`src/rtl/prgm_seq.sv`:
```
// Program sequencer: INC/JMP/BR/CALL/RET with a circular return-address stack.
// Optional sticky stack-error flag when PRGM_SEQ_STK_ERR_EN is defined.
module prgm_seq #(
    parameter int           N         = 8,
    parameter int           D         = 4,
    parameter logic [N-1:0] STEP      = N'(1),
    parameter logic [N-1:0] RESET_VEC = '0
) (
    input  logic                   clk,
    input  logic                   clear_n,
    input  logic                   stall,
    input  logic [2:0]             op,
    input  logic [N-1:0]           target,
    input  logic [N-1:0]           offset,
    output logic [N-1:0]           pc_out,
    output logic [$clog2(D+1)-1:0] sp,
    output logic                   stk_full,
    output logic                   stk_empty
`ifdef PRGM_SEQ_STK_ERR_EN
    ,
    output logic                   stk_err
`endif
);

    localparam int SPW = $clog2(D + 1);
    localparam int PW  = (D > 1) ? $clog2(D) : 1;

    localparam logic [SPW-1:0] SP_FULL  = SPW'(D);
    localparam logic [PW-1:0]  PTR_LAST = PW'(D - 1);

    localparam logic [2:0] OP_JMP  = 3'b001;
    localparam logic [2:0] OP_BR   = 3'b010;
    localparam logic [2:0] OP_CALL = 3'b011;
    localparam logic [2:0] OP_RET  = 3'b100;

    logic [N-1:0]   r_pc;
    logic [SPW-1:0] r_sp;
    logic [PW-1:0]  r_ptr;
    logic [N-1:0]   r_stk [D];

    logic [N-1:0]   w_pc_inc;
    logic [N-1:0]   w_pc_nxt;
    logic [PW-1:0]  w_ptr_inc;
    logic [PW-1:0]  w_ptr_dec;
    logic           w_full;
    logic           w_empty;
    logic           w_push;
    logic           w_pop;

    assign w_full    = (r_sp == SP_FULL);
    assign w_empty   = (r_sp == '0);
    assign w_pc_inc  = r_pc + STEP;

    // r_ptr is the next free slot; the top entry sits one below it.
    assign w_ptr_inc = (r_ptr == PTR_LAST) ? '0 : r_ptr + PW'(1);
    assign w_ptr_dec = (r_ptr == '0) ? PTR_LAST : r_ptr - PW'(1);

    always_comb begin
        w_pc_nxt = w_pc_inc;
        w_push   = 1'b0;
        w_pop    = 1'b0;
        case (op)
            OP_JMP: w_pc_nxt = target;
            OP_BR:  w_pc_nxt = r_pc + offset;
            OP_CALL: begin
                w_pc_nxt = target;
                w_push   = 1'b1;
            end
            OP_RET: begin
                if (!w_empty) begin
                    w_pc_nxt = r_stk[w_ptr_dec];
                    w_pop    = 1'b1;
                end
            end
            default: ;
        endcase
    end

    always_ff @(posedge clk or negedge clear_n) begin
        if (!clear_n) begin
            r_pc  <= RESET_VEC;
            r_sp  <= '0;
            r_ptr <= '0;
        end else if (!stall) begin
            r_pc <= w_pc_nxt;
            if (w_push) begin
                r_ptr <= w_ptr_inc;
                if (!w_full)
                    r_sp <= r_sp + SPW'(1);
            end else if (w_pop) begin
                r_ptr <= w_ptr_dec;
                r_sp  <= r_sp - SPW'(1);
            end
        end
    end

    // Entry contents are deliberately left out of reset.
    always_ff @(posedge clk) begin
        if (clear_n && !stall && w_push)
            r_stk[r_ptr] <= w_pc_inc;
    end

`ifdef PRGM_SEQ_STK_ERR_EN
    logic r_err;

    always_ff @(posedge clk or negedge clear_n) begin
        if (!clear_n)
            r_err <= 1'b0;
        else if (!stall && ((w_push && w_full) || (op == OP_RET && w_empty)))
            r_err <= 1'b1;
    end

    assign stk_err = r_err;
`endif

    assign pc_out    = r_pc;
    assign sp        = r_sp;
    assign stk_full  = w_full;
    assign stk_empty = w_empty;

endmodule

```
`config.mk`:
```
export PLATFORM = sky130hd
export DESIGN_NAME = prgm_seq
export DESIGN_NICKNAME = d
export VERILOG_FILES = /design/src/rtl/prgm_seq.sv
export SDC_FILE = /design/constraint.sdc
export NUM_CORES = 1
export LEC_CHECK = 0
export ABC_AREA = 1
export BUFFER_PORTS_ARGS = -buffer_cell sky130_fd_sc_hd__buf_2
export CAP_MARGIN = 5
export CORE_AREA = 10 10 79 81
export CTS_BUF_LIST = sky130_fd_sc_hd__clkbuf_8
export DETAILED_ROUTE_END_ITERATION = 12
export DIE_AREA = 0 0 89 91
export PLACE_DENSITY = 0.9
export SLEW_MARGIN = 20
export SYNTH_ARGS = -nofsm -noshare
export SYNTH_HDL_FRONTEND = slang
export SYNTH_SLANG_ARGS = --single-unit
```
`constraint.sdc`:
```
create_clock -name clk -period 1.95 [get_ports clk]
set_input_delay 0.39 -clock clk [delete_from_list [all_inputs] [get_ports clk]]
set_output_delay 0.39 -clock clk [all_outputs]
set_load 0.03 [all_outputs]
```
* After elaboration in Yosys (flattened, before gate mapping)
Memories as Yosys holds them, arrays and structs flattened.
Cells that the tools add are included.
** Cells by class
- Equal/unequal tests :: 7
- Mux-type cells :: 14
- $add $sub $neg :: 6
- Reductions and logical operators :: 9
- Bitwise logic cells :: 1
** Operator list (count)
- $pmux 8 s3 :: 1
- $mux 3 :: 3
- $add 8x1->8 const B :: 1
- $add 8x8->8 :: 1
- $mux 2 :: 4
- $mux 8 :: 1
- $eq 3x2->1 const B :: 2
- $eq 3x3->1 const B :: 2
- $mux 1 :: 5
- $add 3x1->3 const B :: 1
- $eq 3x1->1 const B :: 1
- $logic_not 3->1 :: 1
- $reduce_and 3->1 :: 1
- $sub 3x1->3 const B :: 1
- $add 2x1->2 const B :: 1
- $eq 2x2->1 const B :: 1
- $logic_and 1x1->1 :: 2
- $logic_not 2->1 :: 1
- $ne 2x2->1 const B :: 1
- $reduce_and 2->1 :: 1
- $reduce_bool 2->1 :: 1
- $reduce_or 2->1 :: 1
- $sub 2x1->2 const B :: 1
- $logic_not 1->1 :: 1
- $not 1->1 :: 1
** Storage, ports and cells
- Memories :: 1
- Register bits :: 13
- Bits in writable memories :: 32
- Input bits :: 22
** Memory list
- r_stk :: words 4, bits a word 8, read ports 1, clocked after memory_dff 0, write ports 1, line 39 : logic [N-1:0] r_stk [D];

* Logic depth before layout (Yosys ltp)
- Depth after elaboration :: 5
- Gate-level depth with buffers :: 13
- Gate-level depth less buffers :: 13

* Least setup slack after synthesis
No wires, ideal clock.
- Path kind :: reg2reg
- Start point :: register r_sp[2] (netlist: sp[2])
- End point :: register r_sp[2] (netlist: sp[2])
- Path buffers :: 0
- Stages on the path, launching flop included :: 8
- Library setup time :: 120 ps
- Clock period less this slack :: 1961 ps
- Setup slack :: -11 ps
- Arrival :: 1841 ps
- Path through :: dfrtp_1 > inv_1 > nor3_1 > nand2_1 > nand2_4 > nor2_2 > nand2_1 > nand2_1
** Between the ends
- Elaborated cells on any way between the ends :: 12
- Classes of those cells :: add/sub: 2; eq/ne: 2; mux: 5; reduce/logical: 3
** RTL lines
- start, declared :: line 37 : logic [SPW-1:0] r_sp;
- start signal, assigned :: line 89 : r_sp <= r_sp + SPW'(1);
- start signal, assigned :: line 92 : r_sp <= r_sp - SPW'(1);
- $eq 3x3->1 :: line 50 : assign w_full = (r_sp == SP_FULL);
- via stk_full :: line 17 : output logic stk_full,
- $ne 2x2->1 (no line)
- $reduce_and 3->1 (no line)
The timed path passes the listed nets, and every way through them passes these cells. The select of a mux whose other input is x is not followed.
A chain may end at the register's enable or synchronous reset.

* Worst setup path in the final report
- Start point :: register r_pc[0] (netlist: pc_out[0])
- End point :: register r_pc[2] (netlist: pc_out[2])
** Between the ends
- Word-level cells in the longest chain between the ends :: 3
- Elaborated cells on any way between the ends :: 4
- Classes of those cells :: add/sub: 2; mux: 2
** Ends and longest elaborated chain
- start, declared :: line 36 : logic [N-1:0] r_pc;
- start signal, assigned :: line 85 : r_pc <= w_pc_nxt;
- $add 8x1->8 :: line 52 : assign w_pc_inc = r_pc + STEP;
- $mux 8 :: line 70 : if (!w_empty) begin
- $pmux 8 s3 (*) :: line 62 : case (op)
Mark *: on every way between the ends. The rest lies on a longest branch, timed or not.

==> results summary <==
The run finished with clean final reports. The combined area of the multi-input logic cells came out at 1227 um^2. The overall routed net length came out at 6563 um. The synthesized design devotes to its leading area cell type 35.51% of total area. The post-cts resize count came out at 0. The final hold violation count is 0. Detailed routing inserted a total of about 2400 vias. The number of enable flip-flop cells after synthesis came out at 32.

Across the whole layout, storage elements account for around 1300 um^2. For this design the ratio of total power to cell area is 1272 nW/um^2. The first global-routing pass estimated 10980 um of wire. The via count of the first global-routing pass is 2366.

The proportion of power drawn by the clock network came out at between 15 and 20%. In the routed design, unresolved DRC markers number 0. The portion of total power attributed to sequential cells came out at 34.8%. Static timing analysis puts the maximum clock frequency at 556.7 MHz. The setup TNS is 0 ns. The leakage power of the design is around 1.5 nW. The mapped netlist covers 2706 um^2. After clock tree synthesis, the clock-pin slew on the worst setup and hold paths is around 0.09 ns.

Setup repair after global routing left no endpoint under its margin. STA classifies the critical path endpoint as a flop. The total nets after synthesis is approximately 360. The proportion of synthesized chip area in sequential cells is 47.53%. The overall power consumption is 3.955 mW.

Summed over all nets, the switching power comes to around 1.8 mW. The number of standard cells in the final layout excluding fillers is around 430. The number of synthesized register bits came out at 45.

Once the floorplan was initialized, standard cells occupied 58.07% of the core. Hold timing on the final database bottoms out at a slack of 0.02391 ns. Among all flip-flop cells after synthesis, the most frequent one is sky130_fd_sc_hd__edfxtp_1.

The share of synthesized flip-flops with an asynchronous set or reset came out at 28.89%. The clock passes through at most 2 buffers. Clock tree synthesis inserted a total of 5 buffers. The fraction of the cycle the final worst path needs came out at roughly 92%.

During synthesis, Yosys emitted a total of 0 warnings. The share of the core filled with cells in the final layout came out at 66.74%. The post-route minimum period came out at between 1.5 and 2 ns. The number of hold buffers added after CTS is 0. The horizontal extent of the die is between 80 and 90 um. In this run, distinct cell masters in the synthesized netlist total 31.

The number of nets still failing antenna checks after routing is 0. The largest driver fanout on the critical path is 3. Measured along the y axis, the die boundary spans 91 um.

The path class of the tightest hold or removal check is input pin to asynchronous set/reset pin. The total of fill cells in the finished design came out at 344. Entering global routing, the biggest net connects 17 pins.

The total global routing track utilization is 16.97%. The number of rows in the core area came out at 25. Setup violations remaining at the end of the flow were counted as 0.

The critical path launch point type is a flop. The floorplan step defined a die boundary enclosing roughly 8100 um^2. The HPWL after detailed placement is 4970 um. The data arrival time at the worst-slack endpoint came out at 2.00 ns. The initial antenna violation count is 0. The signal on the critical path passes through ha_1 > fa_1 > or2_2 > a31oi_1 > nand3_1 > o21ai_0 > inv_1. For this block, the initial DRC count from the detailed router was 279. Using the TritonRoute via totals, the vias-per-cell ratio works out to approximately 5.6. The critical path is of the flop to flop type. The final worst clock skew came out at between 0.01 and 0.015 ns.

On the critical path, the stage with the largest delay is an instance of sky130_fd_sc_hd__fa_1. The library cell occupying the most area in the post-synthesis netlist is sky130_fd_sc_hd__edfxtp_1. The H-tree was split into 2 levels. In this run the tightest slew margin relative to its limit is 68.28%.

The number of top-level pins is 35. The routability-driven placement congestion ratio is 0.8212. For the worst setup path, the data required time is roughly 2.2 ns. The quantity of I/O buffers inserted on ports came out at 34. Combinational logic burns 50.1% of the power. The antenna diode instance count is 0.

The synthesized instance count is 328. The internal power component is 2.140 mW. The number of sinks handled by clock tree synthesis came out at 45. The largest incremental delay on the critical path came out at 0.41 ns. At the later pin of the worst-skew pair, clock insertion delay measures 0.31 ns. The overall overflow remaining after global route came out at 0. The count of maximum capacitance violations is 0. The average wire length per cell after detail routing is 15.19 um. The transition time at the pin with the least slew margin is about 0.47 ns. The signed area change from the synthesized netlist to the final layout came out at 14.93%.

The share of total power consumed by net switching came out at a little under half. The post-synthesis area per instance is 8.251 um^2. The first TritonRoute pass finished after 5 iterations. The clock tree root buffer cell is sky130_fd_sc_hd__clkbuf_8. In the final layout, the share of cells above drive strength 1 is between 10% and 20%. The total setup buffers inserted after CTS came out at 0. The total area inside the core boundary comes to 4661 um^2. After detailed placement, the design holds a cell count of 424. The final net count is around 410. By area the synthesized netlist is led by sky130_fd_sc_hd__edfxtp_1 (36%), sky130_fd_sc_hd__nand2_1 (13%), sky130_fd_sc_hd__dfrtp_1 (12%), sky130_fd_sc_hd__nand3_1 (8.3%), sky130_fd_sc_hd__ha_1 (5.5%).

The count of cells along the worst register-to-register path came out at 7. The number of pins exceeding their max-slew limit in the final report is 0. The worst ir drop on vdd came out at 0.7462 mV. TritonCTS built the clock tree.
sequential cells by signal, summed over array words and instances, names as in the netlist:
signal and cells:
r_stk 32, pc_out 8, sp 3, r_ptr 2
metrics by stage:
| step | cell area (um^2) | setup slack [ns] |
|---|---|---|
| 2_1_floorplan | 2711 | 0.03450 |
| 3_5_place_dp | 3017 | 0.02762 |
| 5_1_grt | 3110 | 0.08670 |
| 4_1_cts | 3110 | 0.1535 |
| 3_3_place_gp | 3017 | 0.07715 |
| 6_report | 3110 | 0.1538 |
critical path, delay by kind of cell, from the launching register on:
family,cells,cell delay (ns)
buf+inv,1,0.06
flops,1,0.39
simple gates,2,0.36
compound gates,2,0.25
fa+ha+maj,2,0.63
Yosys cell counts, types with 2 or more instances:
master / number
sky130_fd_sc_hd__nand2_4: 3
sky130_fd_sc_hd__inv_2: 5
sky130_fd_sc_hd__ha_1: 12
sky130_fd_sc_hd__xnor2_1: 3
sky130_fd_sc_hd__xor2_1: 4
sky130_fd_sc_hd__dfrtp_1: 13
sky130_fd_sc_hd__edfxtp_1: 32
sky130_fd_sc_hd__o21ai_0: 12
sky130_fd_sc_hd__nand3_1: 45
sky130_fd_sc_hd__nand3_2: 3
sky130_fd_sc_hd__nor2_1: 35
sky130_fd_sc_hd__nand2_1: 93
sky130_fd_sc_hd__clkinv_1: 2
sky130_fd_sc_hd__nand3b_1: 2
sky130_fd_sc_hd__a21oi_1: 10
sky130_fd_sc_hd__inv_1: 36
sky130_fd_sc_hd__buf_2: 3
sky130_fd_sc_hd__fa_1: 2
layout make-up:
cell class | instances | share of cell area, %
repair buffers | 47 | 8.608
clock inverters | 3 | 0.8045
clock buffers | 5 | 2.212
inverters | 44 | 5.390
multi-input cells | 234 | 39.46
flip-flops and latches | 45 | 41.35
well taps | 54 | 2.172
placed cells by master (no fill, tap or decap), types with 2 or more instances in the layout:
cell type                  instances
sky130_fd_sc_hd__a21oi_1          10
sky130_fd_sc_hd__buf_2            34
sky130_fd_sc_hd__buf_4            13
sky130_fd_sc_hd__clkbuf_8          5
sky130_fd_sc_hd__clkinv_1          2
sky130_fd_sc_hd__dfrtp_1          13
sky130_fd_sc_hd__edfxtp_1         32
sky130_fd_sc_hd__fa_1              2
sky130_fd_sc_hd__ha_1             12
sky130_fd_sc_hd__inv_1            36
sky130_fd_sc_hd__inv_2             5
sky130_fd_sc_hd__nand2_1          93
sky130_fd_sc_hd__nand2_4           3
sky130_fd_sc_hd__nand3_1          45
sky130_fd_sc_hd__nand3_2           3
sky130_fd_sc_hd__nand3b_1          2
sky130_fd_sc_hd__nor2_1           35
sky130_fd_sc_hd__o21ai_0          12
sky130_fd_sc_hd__xnor2_1           3
sky130_fd_sc_hd__xor2_1            4
power groups by stage:
stage | clock network (mW) | logic (mW) | registers (mW)
final | 0.597 | 1.98 | 1.38
after CTS | 0.599 | 1.97 | 1.37
after detailed placement | 0 | 1.96 | 1.39
after global placement | 0 | 1.86 | 1.38
after global routing | 0.631 | 2.21 | 1.40
after floorplan | 0 | 1.18 | 1.55
metal layers:
| layer | global-route usage, % | vias up | part of all wire, % |
|---|---|---|---|
| li1 | - | 1164 | - |
| met1 | 19.86 | 1119 | 41 |
| met2 | 28.13 | 97 | 50 |
| met3 | 3.128 | 19 | 5.0 |
| met4 | 9.682 | 0 | 3.3 |
| met5 | 0 | - | 0 |
worst paths after layout:
check                           startpoint         to  slack (ns)
worst max-delay path             pc_out[0]  pc_out[2]        0.15
worst min-delay path               clear_n  pc_out[0]        0.02
worst max register to register   pc_out[0]  pc_out[2]        0.15
worst min register to register       sp[2]      sp[2]        0.54
max in group asynchronous          clear_n  pc_out[5]        1.75
min in group clk                     stall  pc_out[7]        0.38
logic make-up (layout without fill, tap and decap cells):
group                      Yosys count  after routing  share of synthesized area, %
buffers and inverters               49             99                         7.305
adders and majority gates           14             14                         7.027
xor gates and xnor gates             7              7                         2.265
AOI/OAI and AO/OA                   26             26                         5.363
DFF                                 45             45                         47.53
and+or+nand+nor                    187            187                         30.51
No activity file was read; power rests on OpenSTA's default activity.
